<file path="src/rtl/sqrt_pkg.sv">
// Shared constants for the square-root unit and its result buffer.
package sqrt_pkg;

    localparam int ROOT_W            = 8;
    localparam int VALUE_W           = 16;
    localparam int DEFAULT_RES_DEPTH = 4;

    // Count register width: one extra bit so that full and empty are distinct.
    function automatic int count_width(input int depth);
        return $clog2(depth) + 1;
    endfunction

endpackage

</file>
<file path="src/rtl/sqrt_result_buffer_if.sv">
// Valid/ready result handshake between the result buffer and the next stage.
interface sqrt_result_buffer_if
    import sqrt_pkg::*;
#(
    parameter int W = sqrt_pkg::ROOT_W
);

    logic [W-1:0] res_data;
    logic         res_valid;
    logic         res_ready;

    modport master (output res_data, output res_valid, input res_ready);
    modport slave  (input res_data, input res_valid, output res_ready);

endinterface

</file>
<file path="src/rtl/sqrt_result_fifo.sv">
// Generic first-word-fall-through FIFO: storage, wrapping pointers and occupancy count.
module sqrt_result_fifo
    import sqrt_pkg::*;
#(
    parameter int DEPTH = DEFAULT_RES_DEPTH,
    parameter int W     = 8
) (
    input  logic                          clk,
    input  logic                          rst,
    input  logic                          clear,
    input  logic                          push,
    input  logic                          pop,
    input  logic [W-1:0]                  wdata,
    output logic [W-1:0]                  rdata,
    output logic                          full,
    output logic                          empty,
    output logic [count_width(DEPTH)-1:0] count
);

    localparam int PW = $clog2(DEPTH);
    localparam int CW = count_width(DEPTH);

    logic [W-1:0]  mem [DEPTH];
    logic [PW-1:0] wr_ptr;
    logic [PW-1:0] rd_ptr;
    logic          do_push;
    logic          do_pop;

    // A push into a full FIFO is allowed when the head leaves in the same cycle.
    assign do_pop  = pop & ~empty;
    assign do_push = push & (~full | do_pop);

    assign full  = (count == CW'(DEPTH));
    assign empty = (count == '0);
    assign rdata = mem[rd_ptr];

    always_ff @(posedge clk or posedge rst) begin
        if (rst) begin
            for (int i = 0; i < DEPTH; i++) begin
                mem[i] <= '0;
            end
            wr_ptr <= '0;
            rd_ptr <= '0;
            count  <= '0;
        end else if (clear) begin
            wr_ptr <= '0;
            rd_ptr <= '0;
            count  <= '0;
        end else begin
            if (do_push) begin
                mem[wr_ptr] <= wdata;
                wr_ptr      <= wr_ptr + 1'b1;
            end
            if (do_pop) begin
                rd_ptr <= rd_ptr + 1'b1;
            end
            case ({do_push, do_pop})
                2'b10:   count <= count + 1'b1;
                2'b01:   count <= count - 1'b1;
                default: count <= count;
            endcase
        end
    end

endmodule

</file>
<file path="src/rtl/sqrt_result_buffer.sv">
// Captures square-root results on the rising edge of done_i and queues them for a stalling consumer.
// Optional SQRT_DROP_CNT_EN adds a saturating count of dropped results on drop_cnt_o.
module sqrt_result_buffer
    import sqrt_pkg::*;
#(
    parameter int DEPTH  = DEFAULT_RES_DEPTH,
    parameter int ROOT_W = sqrt_pkg::ROOT_W
) (
    input  logic                          clk,
    input  logic                          rst,
    input  logic [ROOT_W-1:0]             root_i,
    input  logic                          done_i,
    sqrt_result_buffer_if.master          res,
    output logic [count_width(DEPTH)-1:0] count_o,
    output logic                          full_o,
    output logic                          empty_o,
    output logic                          overflow_o,
    input  logic                          clear_i
`ifdef SQRT_DROP_CNT_EN
    ,
    output logic [7:0]                    drop_cnt_o
`endif
);

    logic done_q;
    logic armed;
    logic cap;
    logic pop;
    logic push_req;
    logic push;
    logic drop;

    // armed stays low for the first cycle after reset so a done_i already
    // high at release is sampled into done_q instead of being captured.
    always_ff @(posedge clk or posedge rst) begin
        if (rst) begin
            done_q <= 1'b0;
            armed  <= 1'b0;
        end else begin
            done_q <= done_i;
            armed  <= 1'b1;
        end
    end

    assign cap      = done_i & ~done_q & armed;
    assign pop      = res.res_valid & res.res_ready;
    assign push_req = cap & ~clear_i;
    assign push     = push_req & (~full_o | pop);
    assign drop     = push_req & full_o & ~pop;

    always_ff @(posedge clk or posedge rst) begin
        if (rst) begin
            overflow_o <= 1'b0;
        end else if (clear_i) begin
            overflow_o <= 1'b0;
        end else if (drop) begin
            overflow_o <= 1'b1;
        end
    end

`ifdef SQRT_DROP_CNT_EN
    always_ff @(posedge clk or posedge rst) begin
        if (rst) begin
            drop_cnt_o <= '0;
        end else if (clear_i) begin
            drop_cnt_o <= '0;
        end else if (drop && (drop_cnt_o != 8'hFF)) begin
            drop_cnt_o <= drop_cnt_o + 1'b1;
        end
    end
`endif

    sqrt_result_fifo #(
        .DEPTH (DEPTH),
        .W     (ROOT_W)
    ) u_fifo (
        .clk   (clk),
        .rst   (rst),
        .clear (clear_i),
        .push  (push),
        .pop   (pop),
        .wdata (root_i),
        .rdata (res.res_data),
        .full  (full_o),
        .empty (empty_o),
        .count (count_o)
    );

    assign res.res_valid = ~empty_o;

endmodule

</file>
<file path="src/flat_wrapper.sv">
// flat-port wrapper written by rule: the top's interface ports become plain ports
module sqrt_result_buffer_flat import sqrt_pkg::*;
#(
    parameter int DEPTH  = DEFAULT_RES_DEPTH,
    parameter int ROOT_W = sqrt_pkg::ROOT_W
)
  (clk, rst, root_i, done_i, count_o, full_o, empty_o, overflow_o, clear_i, res_res_data, res_res_valid, res_res_ready);
  sqrt_result_buffer_if res_i ();
  input  logic clk;
  input  logic rst;
  input  logic [ROOT_W-1:0] root_i;
  input  logic done_i;
  output logic [count_width(DEPTH)-1:0] count_o;
  output logic full_o;
  output logic empty_o;
  output logic overflow_o;
  input  logic clear_i;
  output wire logic [$bits(res_i.res_data)-1:0] res_res_data;
  output wire logic [$bits(res_i.res_valid)-1:0] res_res_valid;
  input wire logic [$bits(res_i.res_ready)-1:0] res_res_ready;
  assign res_res_data = res_i.res_data;
  assign res_res_valid = res_i.res_valid;
  assign res_i.res_ready = res_res_ready;
  sqrt_result_buffer #(.DEPTH(DEPTH), .ROOT_W(ROOT_W)) u_core (.clk(clk), .rst(rst), .root_i(root_i), .done_i(done_i), .res(res_i), .count_o(count_o), .full_o(full_o), .empty_o(empty_o), .overflow_o(overflow_o), .clear_i(clear_i));
endmodule
</file>
<file path="config.mk">
export PLATFORM = sky130hd
export DESIGN_NAME = sqrt_result_buffer_flat
export DESIGN_NICKNAME = d
export VERILOG_FILES = /design/src/rtl/sqrt_pkg.sv /design/src/rtl/sqrt_result_buffer_if.sv /design/src/rtl/sqrt_result_fifo.sv /design/src/rtl/sqrt_result_buffer.sv /design/src/flat_wrapper.sv
export SDC_FILE = /design/constraint.sdc
export NUM_CORES = 1
export LEC_CHECK = 0
export CORE_MARGIN = 1.5
export CORE_UTILIZATION = 35
export DETAILED_ROUTE_END_ITERATION = 6
export PLACE_DENSITY = 0.54
export SLEW_MARGIN = 10
export SYNTH_ARGS = -nofsm -noshare
export SYNTH_HDL_FRONTEND = slang
export SYNTH_SLANG_ARGS = --single-unit
</file>
<file path="constraint.sdc">
create_clock -name clk -period 2.39 [get_ports clk]
set_clock_uncertainty 0.15 [all_clocks]
set_input_delay 0.3585 -clock clk [delete_from_list [all_inputs] [get_ports clk]]
set_output_delay 0.3585 -clock clk [all_outputs]
set_load 0.05 [all_outputs]
</file>
# Word level (Yosys, flattened, before mapping)
# Cells that the tools add are included.
[op_classes]
addsub = 4
multipliers = 0
n_div = 0
n_lt_le_gt_ge = 3
n_eq_ne = 3
shift = 0
mux = 14
bitwise = 18
reduce_logical = 7
[op_table]
columns = ["cell", "n"]
rows = [
  ["32-bit bitwise mux", 1],
  ["8-bit 2-to-1 mux", 3],
  ["8-bit binary-select mux with 2-bit select", 1],
  ["8-bit demux with 2-bit select", 1],
  ["1-bit bitwise AND", 9],
  ["2-bit 2-to-1 mux", 4],
  ["3-bit >= comparator, second input constant", 2],
  ["2-bit NOT with 3-bit output", 2],
  ["3-bit case mux with 2 select lines", 1],
  ["2-bit nonzero test", 3],
  ["1-bit NOT", 5],
  ["2-bit by 1-bit adder with 2-bit output, second input constant", 2],
  ["3-bit by 1-bit adder with 3-bit output, second input constant", 1],
  ["3-bit equality test, second input constant", 1],
  ["3-bit logical NOT", 1],
  ["3-bit by 1-bit less-than comparator with 1-bit output, second input constant", 1],
  ["3-bit 2-to-1 mux", 1],
  ["3-bit nonzero test", 1],
  ["3-bit by 1-bit subtractor with 3-bit output, second input constant", 1],
  ["2-bit by 1-bit equality test with 1-bit output, second input constant", 1],
  ["2-bit equality test, second input constant", 1],
  ["1-bit 2-to-1 mux", 2],
  ["1-bit bitwise OR", 2],
  ["2-bit AND reduction", 1],
  ["1-bit logical AND", 1],
]
[totals]
ff_bits = 42
latch_bits = 0
ramBits = 0
romBits = 0
input_bits = 13
output_inout_bits = 15
word_cells = 59
memories = 0

# Depth between registers and ports, before layout
[logic_depth]
ltp_word = 9
mapped_depth = 7
mapped_depth_nobuf = 6

# Modules after synthesis
# From an unflattened synthesis, not the netlist that was laid out.
[unflattened]
hier_cells = 152
hier_area_um2 = 2118.3
[by_module_without_submodules]
columns = ["module", "instances", "cells_each", "area_each_um2", "seq_area_each_um2"]
rows = [
  ["sqrt_result_fifo", 1, 140, 1988.2, 975.9],
  ["sqrt_result_buffer", 1, 12, 130.1, 75.1],
]

# Worst setup path before layout
# Ideal clock, no wire load.
[synth_timing]
path_kind = "reg2reg"
startpoint = "register u_core.u_fifo.count[0]"
endpoint = "register u_core.u_fifo.count[2]"
setup_time_ps = 82
arrival_ps = 2413
path_slack_ps = -255
stages_incl_launch_ff = 7
n_path_buf = 0
synth_period_minus_slack_ps = 2645
cell_sequence = "dfrtp_1 o31ai_1 nor2_1 fa_1 or4_1 a21o_1 a31oi_1"
[synth_between]
elab_chain_cells = 9
[synth_lines]
columns = ["item", "line_no", "text"]
rows = [
  ["from (decl)", "sqrt_result_fifo.sv:17", "output logic [count_width(DEPTH)-1:0] count"],
  ["from (signal assigned)", "sqrt_result_fifo.sv:58", "2'b10: count <= count + 1'b1;"],
  ["from (signal assigned)", "sqrt_result_fifo.sv:59", "2'b01: count <= count - 1'b1;"],
  ["from (signal assigned)", "sqrt_result_fifo.sv:60", "default: count <= count;"],
  ["3-bit logical NOT", "sqrt_result_fifo.sv:34", "assign empty = (count == '0);"],
  ["1-bit NOT", "sqrt_result_fifo.sv:30, sqrt_result_buffer.sv:89", ""],
  ["1-bit bitwise AND", "sqrt_result_buffer.sv:46", "assign pop = res.res_valid & res.res_ready;"],
  ["1-bit bitwise OR or 1-bit bitwise AND (tied branches)", "sqrt_result_buffer.sv:48, sqrt_result_fifo.sv:30", ""],
  ["1-bit bitwise AND or 1-bit bitwise OR (tied branches)", "sqrt_result_buffer.sv:48, sqrt_result_fifo.sv:31", ""],
  ["1-bit bitwise AND", "sqrt_result_fifo.sv:31", "assign do_push = push & (~full | do_pop);"],
  ["2-bit by 1-bit equality test with 1-bit output or 2-bit equality test (tied branches)", "sqrt_result_fifo.sv:57", "case ({do_push, do_pop})"],
  ["3-bit case mux with 2 select lines", "sqrt_result_fifo.sv:57", ""],
  ["3-bit 2-to-1 mux", "sqrt_result_fifo.sv:45", "end else if (clear) begin"],
]
# Parallel ways exist; a longest one is shown, timed or not.
# A chain may end at the register's enable or synchronous reset.

# Worst setup path after layout
[layout_timing]
startpoint = "register u_core.u_fifo.count[1]"
endpoint = "register u_core.u_fifo.count[2]"
# The elaborated chain is that of the path after synthesis.

==> impl_summary.log <==
INFO  metric status = complete, no violations
INFO  metric core_region_area = 5510 sq um
INFO  metric yosys_most_used_dff = sky130_fd_sc_hd__dfrtp_1
INFO  metric dpl.hpwl = 2770 microns
INFO  metric detailedRoute.firstIterationViolations = between 40 and 50
INFO  metric finalWeightedCongestion = 0.796
INFO  metric final_cell_mix = sky130_fd_sc_hd__dfrtp_1 (39), sky130_fd_sc_hd__mux2_2 (33), sky130_fd_sc_hd__buf_4 (26), sky130_fd_sc_hd__clkdlybuf4s50_1 (14), sky130_fd_sc_hd__mux4_2 (8)
INFO  metric syn-instance-count = around 130
INFO  metric route.detailed.drc = 0
INFO  metric endpoint_kind = flip-flop
INFO  metric max_freq = 435 MHz
INFO  metric clk-insertion-delay-late = 290 ps
INFO  metric power_total = 0.00190 W
INFO  metric synth_seq_area_share = 52.5%
INFO  metric hold_violations = 0
INFO  metric placedCellCount = about 240
INFO  metric report.final.setup_viol = 0
INFO  metric grt_pass1_vias = 1323
INFO  metric path_max_fanout = 6
INFO  metric netlist.area_leader.share = 52.5%
INFO  metric antennaDiodeCount = 0
INFO  metric avgViaCountPerCell = just under 5
INFO  metric h-tree-depth = 2
INFO  metric design.die.area = 6180 sq um
INFO  metric path_clk_slew = 80 ps
INFO  metric ys_seq_elements = 42
INFO  metric postLayoutCoreUtil = 46.5%
INFO  metric vdd_ir_drop_max = between 0.3 and 0.4 mV
INFO  metric die_height = just under 80 microns
INFO  metric number_of_distinct_library_cells_after_synthesis = 30
INFO  metric global_route.overflow_total = 0
INFO  metric clock_tree.root_cell = sky130_fd_sc_hd__clkbuf_8
INFO  metric area_delta_synth_final = 28.0%
INFO  metric ys_top_cells_by_area = sky130_fd_sc_hd__dfrtp_1 (53%), sky130_fd_sc_hd__mux2_2 (19%), sky130_fd_sc_hd__mux4_2 (9.0%)
INFO  metric most_frequent_standard_cell_in_the_layout_excluding_fill_and_tap_cells = sky130_fd_sc_hd__dfrtp_1
INFO  metric ant_nets = 0
INFO  metric synth_enable_flop_cells = 0
INFO  metric tritoncts.num_buffers = 5
INFO  metric async_flop_share = 100%
INFO  metric min_path_type = input pin to flip-flop
INFO  metric cts_tree = built
INFO  metric core.rowCount = 27
INFO  metric route.vias.total = between 1000 and 1500
INFO  metric chipWidth = 78.6 microns
INFO  metric clock_tree.buffer_depth = 2
INFO  metric timing.slew.headroom = 64.0%
INFO  metric timing.final.max_slew_violations = 0
INFO  metric grt.total_usage = ~14%
INFO  metric drt_wl_total = 3900 microns
INFO  metric leakagePower = 1.22 nW
INFO  metric timing.setup.critical_path_class = flip-flop to flip-flop
INFO  metric post_route_cells_drive_above_1_share = 49.2%
INFO  metric final.min_clock_period = 2300 ps
INFO  metric grt_setup_unrepaired = no
INFO  metric grt_first_pass_wirelength = 6650 microns
INFO  metric fin_nets = 198
INFO  metric initial_cell_density_of_the_core = a little over a third
INFO  metric number_of_cells_in_the_finished_layout_apart_from_fillers = 253
INFO  metric critPathArrivalTime = about 2400 ps
INFO  metric powerDensity = around 740 nW/um^2
INFO  metric final.period_utilization = approximately 96%
INFO  metric worst_pin_slew = 539 ps
INFO  metric number_of_detailed_route_iterations_in_the_first_pass = 2
INFO  metric pin_count = 28
INFO  metric place.port_buffers = 27
INFO  metric n_fill_cell = 488
INFO  metric critical_path.startpoint_type = flip-flop
INFO  metric synth.cell_area = 2000 sq um
INFO  metric maxCapViolations = 0
INFO  metric antenna_violations_before_repair = 0
INFO  metric wire_per_inst = 15.4 microns
INFO  metric average_cell_area_after_synthesis = 15.0 sq um
INFO  metric grt_max_degree = 43
INFO  metric mappedNetlistNets = 151
INFO  metric cts_num_sinks = 42
INFO  metric synth.yosys.warnings = 0
INFO  metric synth_area_leader_cell = sky130_fd_sc_hd__dfrtp_1
INFO  metric critPathRequiredTime = around 2500 ps
==> per-stage QoR <==
stage	setup slack [ps]	setup TNS, ps	area [sq um]	hold slack (ps)
2_1_floorplan	14.0	0	2030	240
3_3_place_gp	-265	-265	2440	331
3_5_place_dp	-323	-323	2440	334
4_1_cts	6.94	0	2530	358
5_1_grt	22.5	0	2560	186
6_report	92.9	0	2560	181
==> final timing paths <==
kind                                             start                endpoint  slack [ps]  depth (start not counted)
worst max-delay path            u_core.u_fifo.count[1]  u_core.u_fifo.count[2]          90                          6
worst min-delay path                            done_i           u_core.done_q         180                          2
worst max register to register  u_core.u_fifo.count[1]  u_core.u_fifo.count[2]          90                          6
worst min register to register       u_core.overflow_o       u_core.overflow_o         350                          1
max in group asynchronous                          rst  u_core.u_fifo.count[2]        1340                          3
min in group asynchronous                          rst            u_core.armed         340                          3
==> state kept, by name, indices dropped and copies added (netlist names) <==
register	count
u_core.armed	1
u_core.done_q	1
u_core.overflow_o	1
u_core.u_fifo.count	3
u_core.u_fifo.mem	32
u_core.u_fifo.rd_ptr	2
u_core.u_fifo.wr_ptr	2
==> cells in the mapped netlist, drive strengths merged (2+ instances only) <==
cell    n
a31oi   2
buf     2
ha      4
xor2    2
mux4    8
mux2i   3
inv     6
nor2    6
nand3   3
nand2   8
mux2   33
dfrtp  42
==> where the power goes <==
part	leakage (nW)	internal [W]	total, W	switching (W)
Clock	0.0472	0.000232	0.000473	0.000241
Sequential	0.556	0.000777	0.000822	0.0000450
Combinational	0.613	0.000250	0.000609	0.000359
==> critical path, cell delays in order (launching register included) <==
cell and delay [ps]:
sky130_fd_sc_hd__dfrtp_2 470, sky130_fd_sc_hd__o31ai_4 280, sky130_fd_sc_hd__nor2_2 90, sky130_fd_sc_hd__fa_2 360, sky130_fd_sc_hd__or4_1 530, sky130_fd_sc_hd__a21o_1 190
sky130_fd_sc_hd__a31oi_1 150
==> repair_timing <==
action	4_1_cts	5_1_grt
pin swaps	1	4
cloned	0	0
setup buffers	0	3
hold buffers	0	0
resized for setup	1	2
setup endpoints to repair	2	1
==> kinds of logic (layout without fill, tap and decap cells) <==
| logic type | after synthesis | in the layout | share of synthesized area [%] |
|---|---|---|---|
| fa+ha+maj | 5 | 5 | 3.50 |
| flops | 42 | 42 | 52.5 |
| mux | 44 | 44 | 29.1 |
| simple gates | 23 | 23 | 8.44 |
| xor+xnor | 2 | 2 | 0.876 |
| buf+inv | 9 | 57 | 2.13 |
| other cells | 1 | 1 | 0.187 |
| compound gates | 7 | 7 | 3.25 |
==> layer usage <==
layer | track usage, % | share of wire (%) | vias up
met1 | 18.4 | 46 | 631
met2 | 22.5 | 47 | 29
li1 | - | - | 569
met3 | 4.07 | 4.8 | 10
met5 | 0 | 0 | -
met4 | 6.25 | 1.9 | 0
==> layout make-up <==
type                    count  area [sq um]  share of cell area, %
flip-flops and latches     42          1060                   41.3
multi-input cells          82           926                   36.2
repair buffers             43           369                   14.4
well taps                  72          90.1                   3.52
clock buffers               6          82.6                   3.23
inverters                   6          22.5                  0.880
clock inverters             2          12.5                  0.489
(Power assumes the default switching activity.)
